## src/rtl/mem_stage_if.sv

```systemverilog
// rtl/mem_stage_if.sv - data-memory bus between mem_stage and the data memory
interface mem_stage_if;
    logic        MEM_dmem_req_out;
    logic        MEM_dmem_we_out;
    logic [31:0] MEM_dmem_addr_out;
    logic [31:0] MEM_dmem_wdata_out;
    logic [3:0]  MEM_dmem_be_out;
    logic        MEM_dmem_ack_in;
    logic [31:0] MEM_dmem_rdata_in;

    modport master (
        output MEM_dmem_req_out, MEM_dmem_we_out, MEM_dmem_addr_out,
               MEM_dmem_wdata_out, MEM_dmem_be_out,
        input  MEM_dmem_ack_in, MEM_dmem_rdata_in
    );

    modport slave (
        input  MEM_dmem_req_out, MEM_dmem_we_out, MEM_dmem_addr_out,
               MEM_dmem_wdata_out, MEM_dmem_be_out,
        output MEM_dmem_ack_in, MEM_dmem_rdata_in
    );
endinterface

```

## src/rtl/mem_stage.sv

```systemverilog
// rtl/mem_stage.sv - pipeline memory stage: big-endian load/store with alignment check and ack timeout
module mem_stage #(
    parameter int TIMEOUT_CYCLES = 255
) (
    input  logic        clk,
    input  logic        reset,
    input  logic        MEM_valid_in,
    input  logic [31:0] MEM_res_in,
    input  logic [31:0] MEM_store_data_in,
    input  logic [1:0]  MEM_op_in,
    input  logic [5:0]  MEM_op3_in,
    input  logic [4:0]  MEM_rd_in,
    input  logic        MEM_regwrite_in,
    output logic        MEM_stall_out,
    mem_stage_if.master dmem,
    output logic        MEM_wb_valid_out,
    output logic        MEM_wb_en_out,
    output logic [4:0]  MEM_wb_rd_out,
    output logic [31:0] MEM_wb_data_out,
    output logic        MEM_align_err_out,
    output logic        MEM_bus_err_out
);
    localparam int CW = (TIMEOUT_CYCLES > 1) ? $clog2(TIMEOUT_CYCLES) : 1;
    localparam logic [CW-1:0] CNT_LAST = CW'(TIMEOUT_CYCLES - 1);

    typedef enum logic { IDLE, ACCESS } state_t;

    state_t        state;
    logic [CW-1:0] cnt;
    logic [1:0]    sz_q;
    logic [1:0]    off_q;
    logic          sgn_q;
    logic          store_q;
    logic          regw_q;

    logic          is_mem;
    logic          misaligned;
    logic [3:0]    be_n;
    logic [31:0]   wdata_n;
    logic [7:0]    lane_b;
    logic [15:0]   lane_h;
    logic [31:0]   load_data;

    // op3[1:0] is the access size (00 word, 01 byte, 10 half), op3[2] marks a store, op3[3] a signed load
    always_comb begin
        is_mem     = 1'b0;
        misaligned = 1'b0;
        be_n       = 4'b0000;
        wdata_n    = 32'd0;
        if (MEM_op_in == 2'b11) begin
            case (MEM_op3_in)
                6'b000000, 6'b000001, 6'b000010, 6'b000100,
                6'b000101, 6'b000110, 6'b001001, 6'b001010: is_mem = 1'b1;
                default: is_mem = 1'b0;
            endcase
        end
        case (MEM_op3_in[1:0])
            2'b00: begin
                misaligned = |MEM_res_in[1:0];
                be_n       = 4'b1111;
                wdata_n    = MEM_store_data_in;
            end
            2'b10: begin
                misaligned = MEM_res_in[0];
                be_n       = MEM_res_in[1] ? 4'b0011 : 4'b1100;
                wdata_n    = {2{MEM_store_data_in[15:0]}};
            end
            default: begin
                misaligned = 1'b0;
                be_n       = 4'b1000 >> MEM_res_in[1:0];
                wdata_n    = {4{MEM_store_data_in[7:0]}};
            end
        endcase
    end

    // Byte offset 0 lives in the most significant lane
    always_comb begin
        lane_b = 8'(dmem.MEM_dmem_rdata_in >> {~off_q, 3'b000});
        lane_h = off_q[1] ? dmem.MEM_dmem_rdata_in[15:0] : dmem.MEM_dmem_rdata_in[31:16];
        case (sz_q)
            2'b00:   load_data = dmem.MEM_dmem_rdata_in;
            2'b10:   load_data = {{16{sgn_q & lane_h[15]}}, lane_h};
            default: load_data = {{24{sgn_q & lane_b[7]}}, lane_b};
        endcase
    end

    assign MEM_stall_out = (state == ACCESS);

    always_ff @(posedge clk) begin
        if (reset) begin
            state                   <= IDLE;
            cnt                     <= '0;
            sz_q                    <= 2'b00;
            off_q                   <= 2'b00;
            sgn_q                   <= 1'b0;
            store_q                 <= 1'b0;
            regw_q                  <= 1'b0;
            dmem.MEM_dmem_req_out   <= 1'b0;
            dmem.MEM_dmem_we_out    <= 1'b0;
            dmem.MEM_dmem_addr_out  <= 32'd0;
            dmem.MEM_dmem_wdata_out <= 32'd0;
            dmem.MEM_dmem_be_out    <= 4'b0000;
            MEM_wb_valid_out        <= 1'b0;
            MEM_wb_en_out           <= 1'b0;
            MEM_wb_rd_out           <= 5'd0;
            MEM_wb_data_out         <= 32'd0;
            MEM_align_err_out       <= 1'b0;
            MEM_bus_err_out         <= 1'b0;
        end else begin
            MEM_wb_valid_out  <= 1'b0;
            MEM_wb_en_out     <= 1'b0;
            MEM_align_err_out <= 1'b0;
            MEM_bus_err_out   <= 1'b0;
            case (state)
                IDLE: begin
                    if (MEM_valid_in) begin
                        MEM_wb_rd_out <= MEM_rd_in;
                        if (!is_mem) begin
                            MEM_wb_valid_out <= 1'b1;
                            MEM_wb_en_out    <= MEM_regwrite_in && (MEM_rd_in != 5'd0)
                                                && (MEM_op_in != 2'b11);
                            MEM_wb_data_out  <= MEM_res_in;
                        end else if (misaligned) begin
                            MEM_wb_valid_out  <= 1'b1;
                            MEM_wb_data_out   <= 32'd0;
                            MEM_align_err_out <= 1'b1;
                        end else begin
                            state                   <= ACCESS;
                            cnt                     <= '0;
                            sz_q                    <= MEM_op3_in[1:0];
                            off_q                   <= MEM_res_in[1:0];
                            sgn_q                   <= MEM_op3_in[3];
                            store_q                 <= MEM_op3_in[2];
                            regw_q                  <= MEM_regwrite_in;
                            dmem.MEM_dmem_req_out   <= 1'b1;
                            dmem.MEM_dmem_we_out    <= MEM_op3_in[2];
                            dmem.MEM_dmem_addr_out  <= {MEM_res_in[31:2], 2'b00};
                            dmem.MEM_dmem_wdata_out <= MEM_op3_in[2] ? wdata_n : 32'd0;
                            dmem.MEM_dmem_be_out    <= be_n;
                        end
                    end
                end
                ACCESS: begin
                    if (dmem.MEM_dmem_ack_in || cnt == CNT_LAST) begin
                        state                   <= IDLE;
                        dmem.MEM_dmem_req_out   <= 1'b0;
                        dmem.MEM_dmem_we_out    <= 1'b0;
                        dmem.MEM_dmem_addr_out  <= 32'd0;
                        dmem.MEM_dmem_wdata_out <= 32'd0;
                        dmem.MEM_dmem_be_out    <= 4'b0000;
                        MEM_wb_valid_out        <= 1'b1;
                        // ack wins over a timeout landing in the same cycle
                        if (dmem.MEM_dmem_ack_in) begin
                            MEM_wb_en_out   <= !store_q && regw_q && (MEM_wb_rd_out != 5'd0);
                            MEM_wb_data_out <= store_q ? 32'd0 : load_data;
                        end else begin
                            MEM_wb_data_out <= 32'd0;
                            MEM_bus_err_out <= 1'b1;
                        end
                    end else begin
                        cnt <= cnt + 1'b1;
                    end
                end
                default: state <= IDLE;
            endcase
        end
    end
endmodule
```

## src/flat_wrapper.sv

```systemverilog
// flat-port wrapper written by rule: the top's interface ports become plain ports
module mem_stage_flat 
#(
    parameter int TIMEOUT_CYCLES = 255
)
  (clk, reset, MEM_valid_in, MEM_res_in, MEM_store_data_in, MEM_op_in, MEM_op3_in, MEM_rd_in, MEM_regwrite_in, MEM_stall_out, MEM_wb_valid_out, MEM_wb_en_out, MEM_wb_rd_out, MEM_wb_data_out, MEM_align_err_out, MEM_bus_err_out, dmem_MEM_dmem_req_out, dmem_MEM_dmem_we_out, dmem_MEM_dmem_addr_out, dmem_MEM_dmem_wdata_out, dmem_MEM_dmem_be_out, dmem_MEM_dmem_ack_in, dmem_MEM_dmem_rdata_in);
  mem_stage_if dmem_i ();
  input  logic clk;
  input  logic reset;
  input  logic MEM_valid_in;
  input  logic [31:0] MEM_res_in;
  input  logic [31:0] MEM_store_data_in;
  input  logic [1:0] MEM_op_in;
  input  logic [5:0] MEM_op3_in;
  input  logic [4:0] MEM_rd_in;
  input  logic MEM_regwrite_in;
  output logic MEM_stall_out;
  output logic MEM_wb_valid_out;
  output logic MEM_wb_en_out;
  output logic [4:0] MEM_wb_rd_out;
  output logic [31:0] MEM_wb_data_out;
  output logic MEM_align_err_out;
  output logic MEM_bus_err_out;
  output wire logic [$bits(dmem_i.MEM_dmem_req_out)-1:0] dmem_MEM_dmem_req_out;
  output wire logic [$bits(dmem_i.MEM_dmem_we_out)-1:0] dmem_MEM_dmem_we_out;
  output wire logic [$bits(dmem_i.MEM_dmem_addr_out)-1:0] dmem_MEM_dmem_addr_out;
  output wire logic [$bits(dmem_i.MEM_dmem_wdata_out)-1:0] dmem_MEM_dmem_wdata_out;
  output wire logic [$bits(dmem_i.MEM_dmem_be_out)-1:0] dmem_MEM_dmem_be_out;
  input wire logic [$bits(dmem_i.MEM_dmem_ack_in)-1:0] dmem_MEM_dmem_ack_in;
  input wire logic [$bits(dmem_i.MEM_dmem_rdata_in)-1:0] dmem_MEM_dmem_rdata_in;
  assign dmem_MEM_dmem_req_out = dmem_i.MEM_dmem_req_out;
  assign dmem_MEM_dmem_we_out = dmem_i.MEM_dmem_we_out;
  assign dmem_MEM_dmem_addr_out = dmem_i.MEM_dmem_addr_out;
  assign dmem_MEM_dmem_wdata_out = dmem_i.MEM_dmem_wdata_out;
  assign dmem_MEM_dmem_be_out = dmem_i.MEM_dmem_be_out;
  assign dmem_i.MEM_dmem_ack_in = dmem_MEM_dmem_ack_in;
  assign dmem_i.MEM_dmem_rdata_in = dmem_MEM_dmem_rdata_in;
  mem_stage #(.TIMEOUT_CYCLES(TIMEOUT_CYCLES)) u_core (.clk(clk), .reset(reset), .MEM_valid_in(MEM_valid_in), .MEM_res_in(MEM_res_in), .MEM_store_data_in(MEM_store_data_in), .MEM_op_in(MEM_op_in), .MEM_op3_in(MEM_op3_in), .MEM_rd_in(MEM_rd_in), .MEM_regwrite_in(MEM_regwrite_in), .MEM_stall_out(MEM_stall_out), .dmem(dmem_i), .MEM_wb_valid_out(MEM_wb_valid_out), .MEM_wb_en_out(MEM_wb_en_out), .MEM_wb_rd_out(MEM_wb_rd_out), .MEM_wb_data_out(MEM_wb_data_out), .MEM_align_err_out(MEM_align_err_out), .MEM_bus_err_out(MEM_bus_err_out));
endmodule
```

## config.mk

```make
export PLATFORM = sky130hd
export DESIGN_NAME = mem_stage_flat
export DESIGN_NICKNAME = d
export VERILOG_FILES = /design/src/rtl/mem_stage_if.sv /design/src/rtl/mem_stage.sv /design/src/flat_wrapper.sv
export SDC_FILE = /design/constraint.sdc
export NUM_CORES = 1
export LEC_CHECK = 0
export CAP_MARGIN = 5
export CORE_ASPECT_RATIO = 0.9
export CORE_MARGIN = 2
export CORE_UTILIZATION = 50
export DETAILED_ROUTE_END_ITERATION = 12
export GPL_ROUTABILITY_DRIVEN = 0
export PLACE_DENSITY = 0.92
export SKIP_LAST_GASP = 1
export SYNTH_ARGS = -nofsm -noshare
export SYNTH_HDL_FRONTEND = slang
export SYNTH_SLANG_ARGS = --single-unit
```

## constraint.sdc

```tcl
create_clock -name clk -period 6.1 [get_ports clk]
set_input_delay 0.915 -clock clk [delete_from_list [all_inputs] [get_ports clk]]
set_output_delay 0.915 -clock clk [all_outputs]
set_load 0.01 [all_outputs]
```

==> results of run 1 <==
==> per-layer routing <==
| metal | part of all wire | global-route usage | wire [µm] |
|---|---|---|---|
| met1 | 0.41 | 0.406 | 9240 |
| met2 | 0.46 | 0.491 | 10500 |
| met3 | 0.10 | 0.0848 | 2280 |
| met4 | 0.032 | 0.143 | 729 |
| met5 | 0 | 0 | 0 |
==> worst min-delay path by stage <==
stage	from	endpoint	slack [ns]
global placement	u_core.dmem.MEM_dmem_req_out	u_core.dmem.MEM_dmem_req_out	0.44
CTS	u_core.dmem.MEM_dmem_req_out	u_core.dmem.MEM_dmem_req_out	0.46
detailed placement	u_core.dmem.MEM_dmem_req_out	u_core.dmem.MEM_dmem_req_out	0.45
finish	u_core.dmem.MEM_dmem_req_out	u_core.dmem.MEM_dmem_req_out	0.45
global route	u_core.dmem.MEM_dmem_req_out	u_core.dmem.MEM_dmem_req_out	0.48
floorplan	u_core.regw_q	u_core.regw_q	0.45
==> power breakdown <==
group          internal, µW  switching (µW)
sequential              839            14.9
combinational           150             153
clock                   691             363
==> area by class of cell <==
cell class / instances / area [µm²] / area share
flip-flops and latches: 125 / 2500 / 0.269
repair buffers: 235 / 2320 / 0.249
well taps: 164 / 205 / 0.0221
inverters: 22 / 82.6 / 0.00888
clock buffers: 24 / 502 / 0.0539
clock inverters: 6 / 108 / 0.0116
multi-input cells: 510 / 3580 / 0.385
==> sequential cells by signal, indices dropped and copies added, names as in the netlist <==
signal / count
u_core.dmem.MEM_dmem_req_out: 1
u_core.sgn_q: 1
u_core.MEM_bus_err_out: 1
u_core.dmem.MEM_dmem_wdata_out: 32
u_core.MEM_wb_valid_out: 1
u_core.dmem.MEM_dmem_be_out: 4
u_core.MEM_wb_rd_out: 5
u_core.regw_q: 1
u_core.MEM_stall_out: 1
u_core.dmem.MEM_dmem_we_out: 1
u_core.store_q: 1
u_core.dmem.MEM_dmem_addr_out: 30
u_core.off_q: 2
u_core.sz_q: 2
u_core.cnt: 8
u_core.MEM_wb_data_out: 32
u_core.MEM_align_err_out: 1
u_core.MEM_wb_en_out: 1
==> cells by family (layout without fill, tap and decap cells) <==
logic type / after synthesis / count (layout) / share of synthesized area
simple gates: 171 / 171 / 0.151
mux: 20 / 20 / 0.0343
compound gates: 308 / 308 / 0.344
fa+ha+maj: 5 / 5 / 0.00957
buf+inv: 113 / 287 / 0.0722
xor+xnor: 4 / 4 / 0.00536
flops: 125 / 125 / 0.383
other cells: 1 / 2 / 0.000574
==> placed cells by master (no fill, tap or decap), types with 3 or more instances in the layout <==
| cell | Yosys | routed |
|---|---|---|
| inv_1 | 22 | 22 |
| mux2_2 | 9 | 9 |
| a221oi_2 | 14 | 14 |
| nand2b_1 | 7 | 7 |
| bufinv_16 | 0 | 3 |
| clkbuf_8 | 0 | 5 |
| clkbuf_16 | 0 | 17 |
| nor2b_1 | 4 | 3 |
| o21ai_0 | 17 | 17 |
| nand3_1 | 38 | 38 |
| or2_2 | 3 | 3 |
| nand3b_1 | 16 | 16 |
| nand4_1 | 33 | 33 |
| o211ai_1 | 83 | 83 |
| dfxtp_1 | 125 | 125 |
| a22oi_1 | 24 | 24 |
| nor2_1 | 26 | 25 |
| a32oi_1 | 16 | 16 |
| o2111ai_1 | 3 | 3 |
| ha_1 | 5 | 5 |
| a211oi_1 | 16 | 16 |
| clkdlybuf4s50_1 | 0 | 222 |
| a21oi_1 | 95 | 95 |
| a311oi_1 | 16 | 16 |
| or3b_2 | 7 | 7 |
| nand2_1 | 18 | 18 |
| a22o_1 | 8 | 8 |
| xor2_1 | 4 | 4 |
| buf_4 | 4 | 13 |
| nor3_1 | 3 | 3 |
| or4_1 | 3 | 3 |
| mux2i_1 | 10 | 10 |
==> through the flow <==
step / power [µW] / instances
3_3_place_gp: 1160 / 1056
2_1_floorplan: 1000 / 748
4_1_cts: 2200 / 1086
6_report: 2210 / 1086
3_5_place_dp: 1160 / 1056
5_1_grt: 2260 / 1086
==> worst reg2reg max path, delay by kind of cell (launching register included) <==
family / cells / cell delay [ns]
AOI/OAI and AO/OA: 3 / 1.01
adders and majority gates: 1 / 0.17
buffers and inverters: 3 / 0.80
DFF: 1 / 0.34
and+or+nand+nor: 1 / 0.13
==> flow_summary.toml, run 1 <==
[run_status]
status = "finished clean"

[critical_path]
r2r_cells = 8
slowest_stage = "a21o_1"
arrival_ns = 4.67
crit_path_end_kind = "flop"
crit_required_ns = 6.38
rr_endpoint = "u_core.MEM_wb_data_out[2]"
critPathMaxStageDelay_ns = 0.86
crit_cells = 8
r2r-start = "u_core.cnt[0]"
rrSetupSlack_ns = 3.49
path_buf_inv = 3
endpoint = "u_core.MEM_wb_data_out[2]"
startpoint_type = "input port"
cpLargestDelayFamily = "compound AO/OA/AOI/OAI gates"
cp-startpoint = "MEM_op3_in[0]"
crit_fanout = 25
cp_cell_sequence = "clkdlybuf4s50_1, inv_1, ha_1, a21oi_1, o221ai_4, a21o_1, buf_4, a221oi_2"
criticalPathCategory = "in2reg"

[cells_and_area]
layout-drive-gt1-share = 0.0998
fin_nets = 1030
syn_to_final_growth_pct = 42.4
n_antenna_cell = 0
fillers = 907
fin_area_mm2 = 0.00930
final_util = 0.730

[clock_tree]
cts_buffers = 17
cts_tree = "built"
postCtsSetupBuffers = 0
htreeDepth = 4
cts_buffer_depth = 2
cts_hold_buffers = 0
clk_pin_slew_ns = 0.05
clkLatencyLatePin_ns = 0.42
cts_root_buf = "clkbuf_16"
cts.sinks = 125
cts_resized = 0

[sta]
fin_crit_sh = 0.720
slew_viol_final = 0
setup_ws_ns = 1.71
finClkSkew_ns = 0.00553
max_freq_mhz = 228
rsz0062_at_grt = "no"
fin_tns_setup_ns = 0
whs_ns = 0.453
tightest_slew_ns = 1.12
timing.final.crit_period_ns = 4.39
hold_viol_final = 0
maxSlewHeadroom = 0.251
finalSetupViolations = 0

[placement]
hpwl_um = 15300
postPlaceCellArea_mm2 = 0.00869
port_buffers = 223
place_ws_ns = 1.41

[yosys]
synth_top_cell_by_area = "dfxtp_1"
syn_area_mm2 = 0.00653
yosysUniqueCellTypes = 57
ys_warn_count = 0
syn_area_per_cell_um2 = 8.75
yosysMostFrequentCell = "dfxtp_1"
synthArstFlopShare = 0
ys_ff_latch = 125
yosysTopAreaCellShare = 0.383
syn_inst = 747
ys_seq_area_frac = 0.383
synth_flop_cell = "dfxtp_1"
synth_edf_count = 0
synth_commonest_cells = "dfxtp_1, a21oi_1, o211ai_1"
synth_area_leaders = "dfxtp_1, o211ai_1, a21oi_1, a221oi_2, nand4_1"

[grt]
grt_max_degree = 73
overflow = 0
grt_pass1_vias = 6750
grt_pass1_wl_um = 35500
grt_util_all_layers = 0.313
antenna_found_initial = 0

[drt]
drt_first_pass_iters = 6
wirelength_um = 22800
via_count = 7112
ant_nets = 0
drcViolationCount = 0
wl_per_cell_um = 21.0
avgViaCountPerCell = 6.55
drt_iter0_drc = 992

[min_path]
worstHoldPathCells = 2
hp-class = "reg2reg"

[die]
num_rows = 39
fp.dieH_um = 112
start_util = 0.513
die_width_um = 124
die_area_mm2 = 0.0140
core_mm2 = 0.0127
ios = 226

[power]
power_density_mw_per_mm2 = 238
p_leak_uw = 0.00309
max-vdd-ir-drop_mv = 0.202

[job]
max_cap_viol_count = 0
No activity file was read; power rests on OpenSTA's default activity.
==> run 2, diff against run 1 <==
Settings changed: CORE_UTILIZATION 50 to 46, PLACE_DENSITY 0.92 to 0.86.
Clock period 6.1 ns to 4.18 ns, I/O delays scaled along.
==> run 2 against run 1 <==
Against the previous run: sequential power rose by 45%; power rose by 49%; sequential share of layout area fell by 0.36 points; die area rose by 8.4%; via count fell by 0.63%; first-iteration DRC count fell by 4.2%; routed wire length rose by 0.57%; largest cell class unchanged; highest routed layer unchanged.
==> flow_summary.toml, run 2 (synthesis results as in run 1) <==
[cells_and_area]
final_cells = 1120
seqCellArea_mm2 = 0.00250
multi_input_area_mm2 = 0.00358
layout-drive-gt1-share = 0.101
fillers = 1123
reg.largest.list = "u_core.MEM_wb_data_out (32), u_core.dmem.MEM_dmem_wdata_out (32), u_core.dmem.MEM_dmem_addr_out (30)"
n_antenna_cell = 0
final_util = 0.676
fin_nets = 1034
syn_to_final_growth_pct = 44.3
layout_common_cells = "clkdlybuf4s50_1, dfxtp_1, a21oi_1"
layout_commonest_cell = "clkdlybuf4s50_1"

[drt]
ant_nets = 0
wirelength_um = 22900
via_count = 7067
drcViolationCount = 0
avgViaCountPerCell = 6.31
drt_iter0_drc = 950
wl_per_cell_um = 20.5
drt_first_pass_iters = 5

[critical_path]
crit_fanout = 32
startpoint_type = "input port"
arrival_ns = 3.06
r2r_cells = 4
crit_required_ns = 4.42
criticalPathCategory = "in2reg"
crit_path_end_kind = "flop"
rrSetupSlack_ns = 1.78
rr_endpoint = "u_core.MEM_wb_data_out[16]"
r2r-start = "u_core.off_q[1]"

[die]
num_rows = 41
die_width_um = 130
fp.dieH_um = 117
ios = 226
start_util = 0.468
core_mm2 = 0.0140
die_area_mm2 = 0.0152

[power]
power_density_mw_per_mm2 = 350
max-vdd-ir-drop_mv = 0.283
internal_power_uw = 2530
pwr-share-clk = 0.486
seqPwrFrac = 0.378
p_leak_uw = 0.00313
combPwrFrac = 0.137
p_sw_frac = 0.233
switching_power_uw = 767

[min_path]
hp-class = "reg2reg"
hold_path_end = "u_core.dmem.MEM_dmem_req_out"
worstHoldStart = "u_core.dmem.MEM_dmem_req_out"
worstHoldPathCells = 2

[sta]
maxSlewHeadroom = 0.293
setup_ws_ns = 1.35
rsz0062_at_grt = "no"
max_freq_mhz = 354
slew_viol_final = 0
fin_tns_setup_ns = 0
finalSetupViolations = 0
timing.final.crit_period_ns = 2.83
hold_viol_final = 0
tightest_slew_ns = 1.06
fin_crit_sh = 0.676
finClkSkew_ns = 0.00708
whs_ns = 0.455

[placement]
port_buffers = 223
hpwl_um = 15300
place_ws_ns = 0.983
place_inst = 1089

[clock_tree]
clk_pin_slew_ns = 0.05
cts_hold_buffers = 0
cts_buffers = 17
clkLatencyLatePin_ns = 0.42
cts.sinks = 125
cts_resized = 0
cts_root_buf = "clkbuf_16"
cts_buffer_depth = 2
postCtsSetupBuffers = 0
htreeDepth = 4
cts_tree = "built"

[grt]
grt_pass1_vias = 6494
overflow = 0
antenna_found_initial = 0
grt_max_degree = 90
grt_util_all_layers = 0.296
grt_pass1_wl_um = 34900

[run_status]
status = "finished clean"

[job]
max_cap_viol_count = 0
run 2: cell count changes in the layout (fill, tap and decap cells not counted), sizes merged:
| cell | before | now |
|---|---|---|
| clkinvlp | 1 | 0 |
| bufinv | 3 | 5 |
| buf | 13 | 17 |
run 2: worst max path at each step:
stage,from,to,cells after the start,slack (ns)
2_1_floorplan,MEM_op3_in[0],u_core.MEM_wb_data_out[7],8,1.63
3_3_place_gp,MEM_op3_in[1],u_core.MEM_wb_data_out[0],7,1.01
3_5_place_dp,MEM_op3_in[1],u_core.MEM_wb_data_out[1],7,0.98
4_1_cts,MEM_op3_in[1],u_core.MEM_wb_data_out[1],7,1.38
5_1_grt,MEM_op3_in[0],u_core.dmem.MEM_dmem_we_out,8,1.22
6_report,MEM_op3_in[1],u_core.MEM_wb_data_out[1],8,1.35
run 2: cell type report:
type,instances,share of cell area
repair buffers,239,0.253
flip-flops and latches,125,0.265
inverters,22,0.00876
multi-input cells,510,0.380
clock buffers,24,0.0500
clock inverters,7,0.0170
well taps,193,0.0256
run 2: routing by layer:
layer	wire length (µm)	global-route usage	vias to the layer above
met5	0	0	-
met2	10600	0.455	409
met4	755	0.133	0
met3	2050	0.0714	69
li1	-	-	3223
met1	9540	0.399	3366
run 2: metrics by stage:
step	instance area [µm²]	power [µW]
after floorplan	6540	1460
after global placement	8800	1700
after detailed placement	8800	1710
after CTS	9430	3290
after global routing	9430	3390
final	9430	3300
run 2: worst max-delay path, stage by stage:
cell and delay (ns):
clkdlybuf4s50_1 0.53, inv_1 0.06, ha_1 0.26, and3b_2 0.27, o221ai_4 0.53, a21o_1 0.20
buf_4 0.40, a221oi_1 0.16
run 2: power by group through the flow:
| stage | Clock (µW) | Sequential (µW) | Combinational (µW) |
|---|---|---|---|
| after global routing | 1670 | 1250 | 474 |
| after global placement | 0 | 1270 | 436 |
| final | 1600 | 1240 | 451 |
| after CTS | 1610 | 1240 | 442 |
| after detailed placement | 0 | 1270 | 439 |
| after floorplan | 0 | 1280 | 186 |
==> run 3, diff against run 2 <==
Clock period 4.18 ns to 2.8 ns, I/O delays scaled along.
==> run 3 against run 2 <==
Against the previous run: non-clock buffer count increased by 12; register-to-register slack got worse by 1.3 ns; highest routed layer unchanged; core utilization increased by 0.99 points; largest cell class unchanged; critical path depth unchanged; first-iteration DRC count increased by 9.8%; worst hold slack about the same; final cell count increased by 1.2%; design area increased by 1.5%; power increased by 49%.
==> flow_summary.toml, run 3 (synthesis results as in run 1) <==
[power]
p_sw_frac = 0.236
power_density_mw_per_mm2 = 514
internal_power_uw = 3760
max-vdd-ir-drop_mv = 0.398
switching_power_uw = 1160
p_leak_uw = 0.00321
pwr-share-clk = 0.482
combPwrFrac = 0.140
seqPwrFrac = 0.378

[cells_and_area]
layout_common_cells = "clkdlybuf4s50_1, dfxtp_1, a21oi_1"
layout-drive-gt1-share = 0.114
layout_commonest_cell = "clkdlybuf4s50_1"
final_util = 0.686
fillers = 1119
reg.largest.list = "u_core.MEM_wb_data_out (32), u_core.dmem.MEM_dmem_wdata_out (32), u_core.dmem.MEM_dmem_addr_out (30)"
seqCellArea_mm2 = 0.00250
fin_nets = 1046
multi_input_area_mm2 = 0.00358
n_antenna_cell = 0
syn_to_final_growth_pct = 46.4

[drt]
wl_per_cell_um = 20.6
wirelength_um = 23300
ant_nets = 0
drcViolationCount = 0
via_count = 7143
avgViaCountPerCell = 6.30
drt_first_pass_iters = 6
drt_iter0_drc = 1043

[grt]
antenna_found_initial = 0
grt_max_degree = 67
grt_pass1_vias = 6563
grt_util_all_layers = 0.297
overflow = 0
grt_pass1_wl_um = 35200

[critical_path]
crit_path_end_kind = "flop"
r2r-start = "u_core.cnt[1]"
arrival_ns = 2.71
criticalPathCategory = "in2reg"
crit_fanout = 37
rrSetupSlack_ns = 0.52
cp-startpoint = "MEM_op3_in[1]"
crit_required_ns = 3.14
startpoint_type = "input port"

[die]
ios = 226
core_mm2 = 0.0140
die_area_mm2 = 0.0152
die_width_um = 130
start_util = 0.468
num_rows = 41
fp.dieH_um = 117

[clock_tree]
htreeDepth = 4
cts.sinks = 125
cts_tree = "built"
clkLatencyLatePin_ns = 0.41
cts_buffer_depth = 2
cts_root_buf = "clkbuf_16"
cts_buffers = 17
cts_resized = 0
cts_hold_buffers = 0
clk_pin_slew_ns = 0.05
postCtsSetupBuffers = 0

[sta]
max_freq_mhz = 421
fin_crit_sh = 0.848
maxSlewHeadroom = 0.365
whs_ns = 0.455
slew_viol_final = 0
fin_tns_setup_ns = 0
timing.final.crit_period_ns = 2.37
finalSetupViolations = 0
finClkSkew_ns = 0.00843
tightest_slew_ns = 0.951
hold_viol_final = 0
rsz0062_at_grt = "no"

[run_status]
status = "finished clean"

[placement]
hpwl_um = 15700
port_buffers = 223

[min_path]
worstHoldStart = "u_core.dmem.MEM_dmem_req_out"
hp-class = "reg2reg"

[job]
max_cap_viol_count = 0
run 3: metal layers:
metal	vias up	share of wire	GRT usage
met4	0	0.028	0.103
li1	3265	-	-
met1	3350	0.40	0.390
met2	457	0.47	0.479
met5	-	0	0
met3	71	0.10	0.0782
run 3: stage by stage:
step	power, µW	setup slack (ns)	instances	cell area (µm²)
2_1_floorplan	2190	0.455	748	6540
3_3_place_gp	2560	0.132	1101	8940
3_5_place_dp	2570	0.0732	1101	8940
4_1_cts	4900	0.470	1133	9570
5_1_grt	5040	0.250	1133	9570
6_report	4920	0.426	1133	9570
run 3: worst max-delay path, stage by stage:
cell	delay, ns
clkdlybuf4s50_1	0.49
inv_1	0.09
ha_1	0.20
a21oi_1	0.13
nor2_4	0.74
buf_4	0.34
o211ai_1	0.12
a21oi_1	0.17
run 3: worst paths after layout:
| path | cells past startpoint | end |
|---|---|---|
| worst min-delay path | 2 | u_core.dmem.MEM_dmem_req_out |
| worst min register to register | 2 | u_core.dmem.MEM_dmem_req_out |
| worst max-delay path | 8 | u_core.dmem.MEM_dmem_addr_out[4] |
| worst max register to register | 6 | u_core.MEM_wb_data_out[0] |
run 3: layout make-up:
cell class | instances | share of cell area
multi-input combinational | 510 | 0.375
sequential | 125 | 0.262
tap | 193 | 0.0252
clock inverter | 6 | 0.0136
clock buffer | 26 | 0.0522
inverter | 22 | 0.00863
timing repair buffer | 251 | 0.264
run 3: power by group through the flow:
stage	Sequential (µW)	Combinational, µW	Clock, µW
6_report	1860	688	2370
5_1_grt	1860	727	2460
4_1_cts	1860	677	2370
3_5_place_dp	1890	671	0
3_3_place_gp	1890	666	0
2_1_floorplan	1910	278	0
